**config.mk**
```make
export PLATFORM = sky130hd
export DESIGN_NAME = arbiter_wrr
export DESIGN_NICKNAME = d
export VERILOG_FILES = /design/src/rtl/arbiter_wrr.sv
export SDC_FILE = /design/constraint.sdc
export NUM_CORES = 1
export LEC_CHECK = 0
export ABC_AREA = 1
export BUFFER_PORTS_ARGS = -buffer_cell sky130_fd_sc_hd__buf_2
export CAP_MARGIN = 20
export CORE_UTILIZATION = 25
export CTS_CLUSTER_SIZE = 25
export DETAILED_ROUTE_END_ITERATION = 7
export GPL_TIMING_DRIVEN = 1
export SLEW_MARGIN = 20
export SYNTH_ARGS = -nofsm -noshare
export SYNTH_HDL_FRONTEND = slang
export SYNTH_SLANG_ARGS = --single-unit
```
**constraint.sdc**
```tcl
create_clock -name clk -period 4.3 [get_ports clk]
set_input_delay 0.43 -clock clk [delete_from_list [all_inputs] [get_ports clk]]
set_output_delay 0.43 -clock clk [all_outputs]
set_load 0.1 [all_outputs]
```
**src/rtl/arbiter_wrr.sv**
```systemverilog
// Weighted round-robin arbiter: the owning port keeps the grant for up to its weight in
// consecutive cycles, then ownership rotates to the next requester after it.
module arbiter_wrr #(
  parameter int unsigned NUM_PORTS = 6,
  parameter int unsigned CNT_WIDTH = 4
) (
  input  logic                           clk,
  input  logic                           rst,
  input  logic [NUM_PORTS-1:0]           request,
  input  logic [NUM_PORTS*CNT_WIDTH-1:0] weight,
  output logic [NUM_PORTS-1:0]           grant,
  output logic [$clog2(NUM_PORTS)-1:0]   grant_id,
  output logic                           active
);

  localparam int unsigned IdxW = $clog2(NUM_PORTS);

  logic [IdxW-1:0]      owner_q, owner_d;
  logic [CNT_WIDTH-1:0] credit_q, credit_d;
  logic [NUM_PORTS-1:0] grant_q, grant_d;
  logic [IdxW-1:0]      grant_id_q, grant_id_d;
  logic                 active_q, active_d;

  logic                 found;
  logic [IdxW-1:0]      cand;
  logic [CNT_WIDTH-1:0] w_new;
  int unsigned          pos;

  always_comb begin
    owner_d    = owner_q;
    credit_d   = credit_q;
    grant_d    = '0;
    grant_id_d = '0;
    active_d   = 1'b0;
    found      = 1'b0;
    cand       = '0;
    w_new      = '0;
    pos        = 0;

    if (request[owner_q] && (credit_q != '0)) begin
      credit_d          = credit_q - CNT_WIDTH'(1);
      grant_d[owner_q]  = 1'b1;
      grant_id_d        = owner_q;
      active_d          = 1'b1;
    end else if (|request) begin
      // Scan owner+1 .. owner+NUM_PORTS so the current owner is visited last.
      for (int unsigned i = 1; i <= NUM_PORTS; i++) begin
        pos = 32'(owner_q) + i;
        if (pos >= NUM_PORTS) pos = pos - NUM_PORTS;
        if (!found && request[IdxW'(pos)]) begin
          found = 1'b1;
          cand  = IdxW'(pos);
        end
      end
      for (int unsigned p = 0; p < NUM_PORTS; p++) begin
        if (32'(cand) == p) w_new = weight[p*CNT_WIDTH +: CNT_WIDTH];
      end
      owner_d        = cand;
      // The grant issued now spends one unit of quota; weight 0 behaves as 1.
      credit_d       = (w_new == '0) ? '0 : w_new - CNT_WIDTH'(1);
      grant_d[cand]  = 1'b1;
      grant_id_d     = cand;
      active_d       = 1'b1;
    end
  end

  always_ff @(posedge clk) begin
    if (rst) begin
      owner_q    <= '0;
      credit_q   <= '0;
      grant_q    <= '0;
      grant_id_q <= '0;
      active_q   <= 1'b0;
    end else begin
      owner_q    <= owner_d;
      credit_q   <= credit_d;
      grant_q    <= grant_d;
      grant_id_q <= grant_id_d;
      active_q   <= active_d;
    end
  end

  assign grant    = grant_q;
  assign grant_id = grant_id_q;
  assign active   = active_q;

endmodule
```
==> results.md, run 1 <==
- Top Metal Used: met4
- TNS Setup: 0 ps
- Synth cell types: 34
- Achievable frequency: between 200 and 300 MHz
- CTS tree: done
- Period utilization: 0.8814
- Sequential-to-total area share from yosys stat: 0.1734
- WS Path Type: flop to flop
- Num CTS Buffers: 3
- Slowest CP cell: ha_1
- HPWL Detailed: 4308 um
- Yosys reg bits: 17
- Clock Tree Buf Depth: 2
- Slew @ Worst Pin: between 600 and 700 ps
- Avg WL per Cell: between 10 and 15 um
- Mapped Area: 1963 sq um
- Max-cap violations: 0
- Hold slack final: 521.3 ps
- Cells after synthesis: 340
- Aggregate routed wire length: 5343 um
- Worst endpoint required time: 4440 ps
- I/O pin count: 42
- Fin crit period: 3790 ps
- Share of cells above drive strength 1: 0.2100
- Wire length on met2: around 2200 um
- Initial antenna violation count: 0
- Row cnt: 31
- CP startpoint kind: flop
- Grt ovf: 0
- Synthesis-to-finish area growth: 17.46%
- Root buffer cell: clkbuf_8
- ANT cells: 0
- Nets: 423
- Clock transition at path regs: 60 ps
- Outcome: finished clean
- Worst Path Max Fanout: 12
- Clock Sinks: 17
- Vias in the first global route: 1917
- Hold buffer count at CTS: 0
- Fin. max-slew vios: 0
- Initial Util: 0.2650
- Number of routed nets with antenna violations: 0
- # setup viols final: 0
- Resized cells post-CTS: 0
- Post CTS Setup Buffer Count: 0
- DRT iter0 DRCs: 155
- Clk_skew: 2.187 ps
- Vias post-DR: 2270
- Buf+Inv Stages, Crit Path: 2
- Via/cell ratio: 4.729
- Critical Path Most Common Cell: nand2_1
- Global Route Usage Sum: 0.1288
- Syn Area/Cell: 5.774 sq um
- CP delay by family, top: simple AND/OR/NAND/NOR gates
- RSZ-0062 raised after global routing: false
- Setup crit end kind: flop
- Die Width: 90.62 um
- Crit-path cells: inv_1, ha_1, inv_1, nand3_1, nand3_2, nand2_2, nand3_4, nand2_4, nand2_2, nor2_4, nand4_1, nand3_1, nor2_1, nand3_1, nand2_1, nor2_1, nor2_1, nor2_1, nand2_1, nand2_1, nand2_1, nand2_1, a21oi_1
- Worst Path Arrival: 3930 ps
- Worst hold path type: flop to flop
- Routability cong.: 0.8174
- Largest net degree at the start of global routing: 17
- Net Count, Synth: 381
- First-pass GRT wire length: 8797 um
- Die area: about 8200 sq um
- IO Port Bufs: 41
- 1st-pass router iterations: 4
- H-Tree Depth: 1
- Core area: between 7000 and 8000 sq um
- M1 WL: 2774 um
- Die height: 90.62 um
- Slew HR: 0.5699
- DR DRC count: 0
- Final Hold Fails: 0
- CP peak stage delay: 500 ps
- Synth warnings: 0
- Routed wl met3: 346 um
- Clk_lat worst skew: 250 ps
sequential cells by signal, summed over array words and instances (netlist names):
signal and flops:
active 1, credit_q 4, grant 6, grant_id 3, owner_q 3
synth_stat cells, drive strengths merged:
cell,n,area (sq um)
nand3b,2,15.01
clkbuf,1,3.750
nor2,34,152.6
a21oi,22,117.6
o21ai,15,78.82
dfxtp,17,340.3
ha,9,112.6
o32ai,1,8.760
nor4,1,6.260
buf,5,42.53
nand2,105,424.2
inv,48,180.2
nor3,1,5.000
nand4,8,50.05
xor2,1,8.760
o211ai,3,22.52
o21bai,2,18.77
clkinv,4,15.01
nand3,59,342.8
o221ai,1,8.760
xnor2,1,8.760
cell families after synthesis:
kind of cell,share of synthesized area
AO/OA/AOI/OAI,0.1300
XOR/XNOR,0.008925
adder cells (fa/ha/maj),0.05736
buffers and inverters,0.1230
flip-flops,0.1734
AND/OR/NAND/NOR,0.5073
path summary, 6_finish.rpt:
check                           start  cells after the start                        to  slack, ps
max           owner_q[1]$_SDFFE_PP0P_                     23  credit_q[1]$_SDFFE_PP0P_        510
max reg2reg   owner_q[1]$_SDFFE_PP0P_                     23  credit_q[1]$_SDFFE_PP0P_        510
min          credit_q[1]$_SDFFE_PP0P_                      2  credit_q[1]$_SDFFE_PP0P_        520
min reg2reg  credit_q[1]$_SDFFE_PP0P_                      2  credit_q[1]$_SDFFE_PP0P_        520
layer usage:
layer	up-vias	GRT usage
li1	1187	-
met1	995	0.1846
met4	0	0.02957
met3	4	0.02273
met2	84	0.1982
met5	-	0
worst reg2reg max path: cells and delay by family (launching register included):
family	cells	cell delay, ps
adder cells (fa/ha/maj)	1	500
AO/OA/AOI/OAI	1	50
flip-flops	1	460
buffers and inverters	2	390
AND/OR/NAND/NOR	19	2300
placed cells by master (no fill, tap or decap), types with 2 or more instances in the layout:
| cell type | netlist | final |
|---|---|---|
| clkbuf_8 | 0 | 3 |
| nand2_4 | 2 | 2 |
| nand4_1 | 8 | 8 |
| o21ai_1 | 7 | 7 |
| a21oi_1 | 20 | 20 |
| nand3b_1 | 2 | 2 |
| ha_1 | 9 | 9 |
| o21ai_0 | 7 | 7 |
| inv_2 | 8 | 8 |
| nor2_1 | 28 | 28 |
| nand2_2 | 6 | 6 |
| dfxtp_1 | 17 | 17 |
| nand2_1 | 97 | 97 |
| nand3_2 | 7 | 7 |
| o211ai_1 | 3 | 3 |
| buf_2 | 1 | 41 |
| buf_4 | 2 | 2 |
| inv_1 | 40 | 40 |
| nand3_1 | 51 | 51 |
| nor2_4 | 2 | 2 |
| nor2_2 | 4 | 4 |
| clkinv_1 | 4 | 4 |
| a21oi_2 | 2 | 2 |
metrics by stage:
stage	worst slack, ps	utilization	cells	instance area [sq um]
floorplan	1332	-	340	1963
global placement	672.3	0.3052	476	2261
detailed placement	588.6	0.3052	476	2261
CTS	579.0	0.3113	480	2306
global route	114.0	0.3113	480	2306
finish	509.9	0.3113	480	2306
layout make-up:
type                       count  area (sq um)
fill                         797          5102
multi-input combinational    265          1381
sequential                    17         340.3
timing repair buffer          43         220.2
inverter                      52         195.2
tap                           99         123.9
clock buffer                   4         45.04
Power of run 1 is not shown: default switching activity piles up to over one toggle a cycle in this logic, so the estimate is an artifact.
==> inputs of run 2 (changes only) <==
clock period = 3.14 ns   (was 4.3 ns; I/O delays follow)
==> run 2 against run 1 <==
  * Register-to-register slack got worse by 360 ps
  * Sequential cell count unchanged
  * Via count rose by 7.0%
  * First-iteration DRC count shrank 5.8%
  * Routed wire length increased by 20%
  * Non-clock buffer count increased by 31
  * Sequential share of layout area down 3.0 points
  * Hold slack got worse by 110 ps
  * Clock skew is 3.3 ps higher
  * Core utilization is 8.9 points higher
  * Global-route usage is 0.73 points higher
==> results.md, run 2 (synthesized netlist as in run 1, its figures left out) <==
- Outcome: finished clean
- Slew @ Worst Pin: 508.4 ps (-134.4 ps)
- Clk_lat worst skew: 250 ps (about the same)
- Clock Tree Buf Depth: 2 (unchanged)
- CTS tree: done
- Nets: 455 (+7.6%)
- Non-Filler Instances: 512 (+6.7%)
- Launching point of the worst reg2reg path: owner_q[0]$_SDFFE_PP0P_
- First-pass GRT wire length: 9473 um (+7.7%)
- Hold slack final: 407.0 ps (-114.3 ps)
- Avg WL per Cell: 12.47 um (+12%)
- Global Route Usage Sum: 0.1361 (+0.007264)
- Commonest non-fill, non-tap cell in the layout: nand2_1
- Worst Path Max Fanout: 8 (-4)
- Hold path depth: 2 (unchanged)
- Aggregate routed wire length: 6386 um (+20%)
- Share of cells above drive strength 1: 0.4044 (+0.1944)
- Initial antenna violation count: 0 (unchanged)
- Placed cells: 494 (+3.8%)
- Worst Path Arrival: 3130 ps (-800 ps)
- Worst reg2reg endpoint: credit_q[1]$_SDFFE_PP0P_
- Worst endpoint required time: 3280 ps (-1160 ps)
- Clk_skew: 5.445 ps (+3.258 ps)
- Worst hold path type: input port to flop
- Initial Util: 0.2650 (unchanged)
- Max FFs per register: 6 (unchanged)
- Root buffer cell: clkbuf_8
- IO Port Bufs: 41 (unchanged)
- Final Hold Fails: 0 (unchanged)
- Period utilization: 0.9533 (+0.07192)
- Achievable frequency: 334.1 MHz (+27%)
- Fin. max-slew vios: 0 (unchanged)
- Hold endpoint: credit_q[0]$_SDFFE_PP0P_
- DRT iter0 DRCs: 146 (-5.8%)
- Reg2reg path depth: 24 (+4.3%)
- Setup crit end kind: flop
- Number of routed nets with antenna violations: 0 (unchanged)
- Fin crit period: 2993 ps (-796.6 ps)
- Die area: 8211 sq um (unchanged)
- Routability cong.: 0.8822 (+7.9%)
- Clock Sinks: 17 (unchanged)
- Vias in the first global route: 2098 (+9.4%)
- WS Path Type: flop to flop
- Vias post-DR: 2429 (+7.0%)
- Row cnt: 31 (unchanged)
- Hold path startpoint: rst
- # setup viols final: 0 (unchanged)
- HPWL Detailed: 4511 um (+4.7%)
- H-Tree Depth: 1 (unchanged)
- CP startpoint kind: flop
- Most frequent cells in the layout: 78 x nand2_1, 42 x buf_2, 37 x nand3_1, 36 x inv_1, 26 x buf_4
- Via/cell ratio: 4.744 (+0.32%)
- Num CTS Buffers: 3 (unchanged)
- DR DRC count: 0 (unchanged)
- Clock transition at path regs: 70 ps (about the same)
- Synthesis-to-finish area growth: 50.92%
- ANT cells: 0 (unchanged)
- TNS Setup: 0 ps (unchanged)
- I/O pin count: 42 (unchanged)
- Die Width: 90.62 um (unchanged)
- Grt ovf: 0 (unchanged)
- Fillers: 775 (-2.8%)
- Hold buffer count at CTS: 0 (unchanged)
- Max-cap violations: 0 (unchanged)
- Largest net degree at the start of global routing: 15 (-2)
- Core area: 7408 sq um (unchanged)
- Slew HR: 0.6588 (+0.08891)
- Reg2reg setup slack: 150 ps (-360 ps)
- 1st-pass router iterations: 4 (unchanged)
- Die height: 90.62 um (unchanged)
- RSZ-0062 raised after global routing: true
run 2: changes by cell type in the layout (fill, tap and decap cells not counted), sizes merged:
cell   change
nand3      +1
buf       +31
run 2: worst max-delay path by stage:
| stage | start | endpoint | slack [ps] | cells past startpoint |
|---|---|---|---|---|
| after global routing | owner_q[0]$_SDFFE_PP0P_ | credit_q[1]$_SDFFE_PP0P_ | -110 | 24 |
| after CTS | owner_q[1]$_SDFFE_PP0P_ | credit_q[1]$_SDFFE_PP0P_ | 10 | 26 |
| final | owner_q[0]$_SDFFE_PP0P_ | credit_q[1]$_SDFFE_PP0P_ | 150 | 24 |
| after global placement | owner_q[1]$_SDFFE_PP0P_ | credit_q[0]$_SDFFE_PP0P_ | 60 | 23 |
| after detailed placement | owner_q[1]$_SDFFE_PP0P_ | credit_q[1]$_SDFFE_PP0P_ | 20 | 26 |
| after floorplan | owner_q[1]$_SDFFE_PP0P_ | credit_q[1]$_SDFFE_PP0P_ | 170 | 26 |
run 2: critical path: stages, from the launching register on:
cell	delay, ps
dfxtp_4	380
inv_2	60
ha_4	330
inv_2	90
nand3_2	120
nand3_4	110
nand2_4	90
nand3_4	100
nand2_4	120
nand2_4	50
nor2_4	130
nand4_1	170
buf_4	180
inv_2	60
nor2_4	50
nand2_4	140
nand3_2	100
nor2_2	100
nor2_1	60
nor2_2	160
nand2_2	70
nand2_1	60
nand2_1	50
nand2_1	60
a21oi_1	50
run 2: stage by stage:
stage	worst slack, ps	cell area (sq um)	utilization
after global routing	-110.5	2963	0.3999
after floorplan	172.2	1963	-
after CTS	11.60	2441	0.3295
after detailed placement	18.66	2396	0.3234
after global placement	60.75	2396	0.3234
final	146.5	2963	0.3999
run 2: final cells by class:
type / count / area, sq um / area share
Multi-Input combinational cell: 266 / 1772 / 0.5980
Timing Repair Buffer: 74 / 473.0 / 0.1596
Sequential cell: 17 / 349.1 / 0.1178
Inverter: 52 / 200.2 / 0.06757
Tap cell: 99 / 123.9 / 0.04181
Clock buffer: 4 / 45.04 / 0.01520
run 2: metal layers:
layer | wire length (um) | GRT usage
met1 | 3051 | 0.1952
met2 | 2937 | 0.2165
met3 | 334 | 0.01936
met4 | 62 | 0.02285
met5 | 0 | 0
run 2: timing repair:
item                       in CTS  in global routing
gates resized for setup         0                 98
setup endpoints to repair       0                  4
buffers inserted                0                 12
Power of run 2 is left out for the same reason.
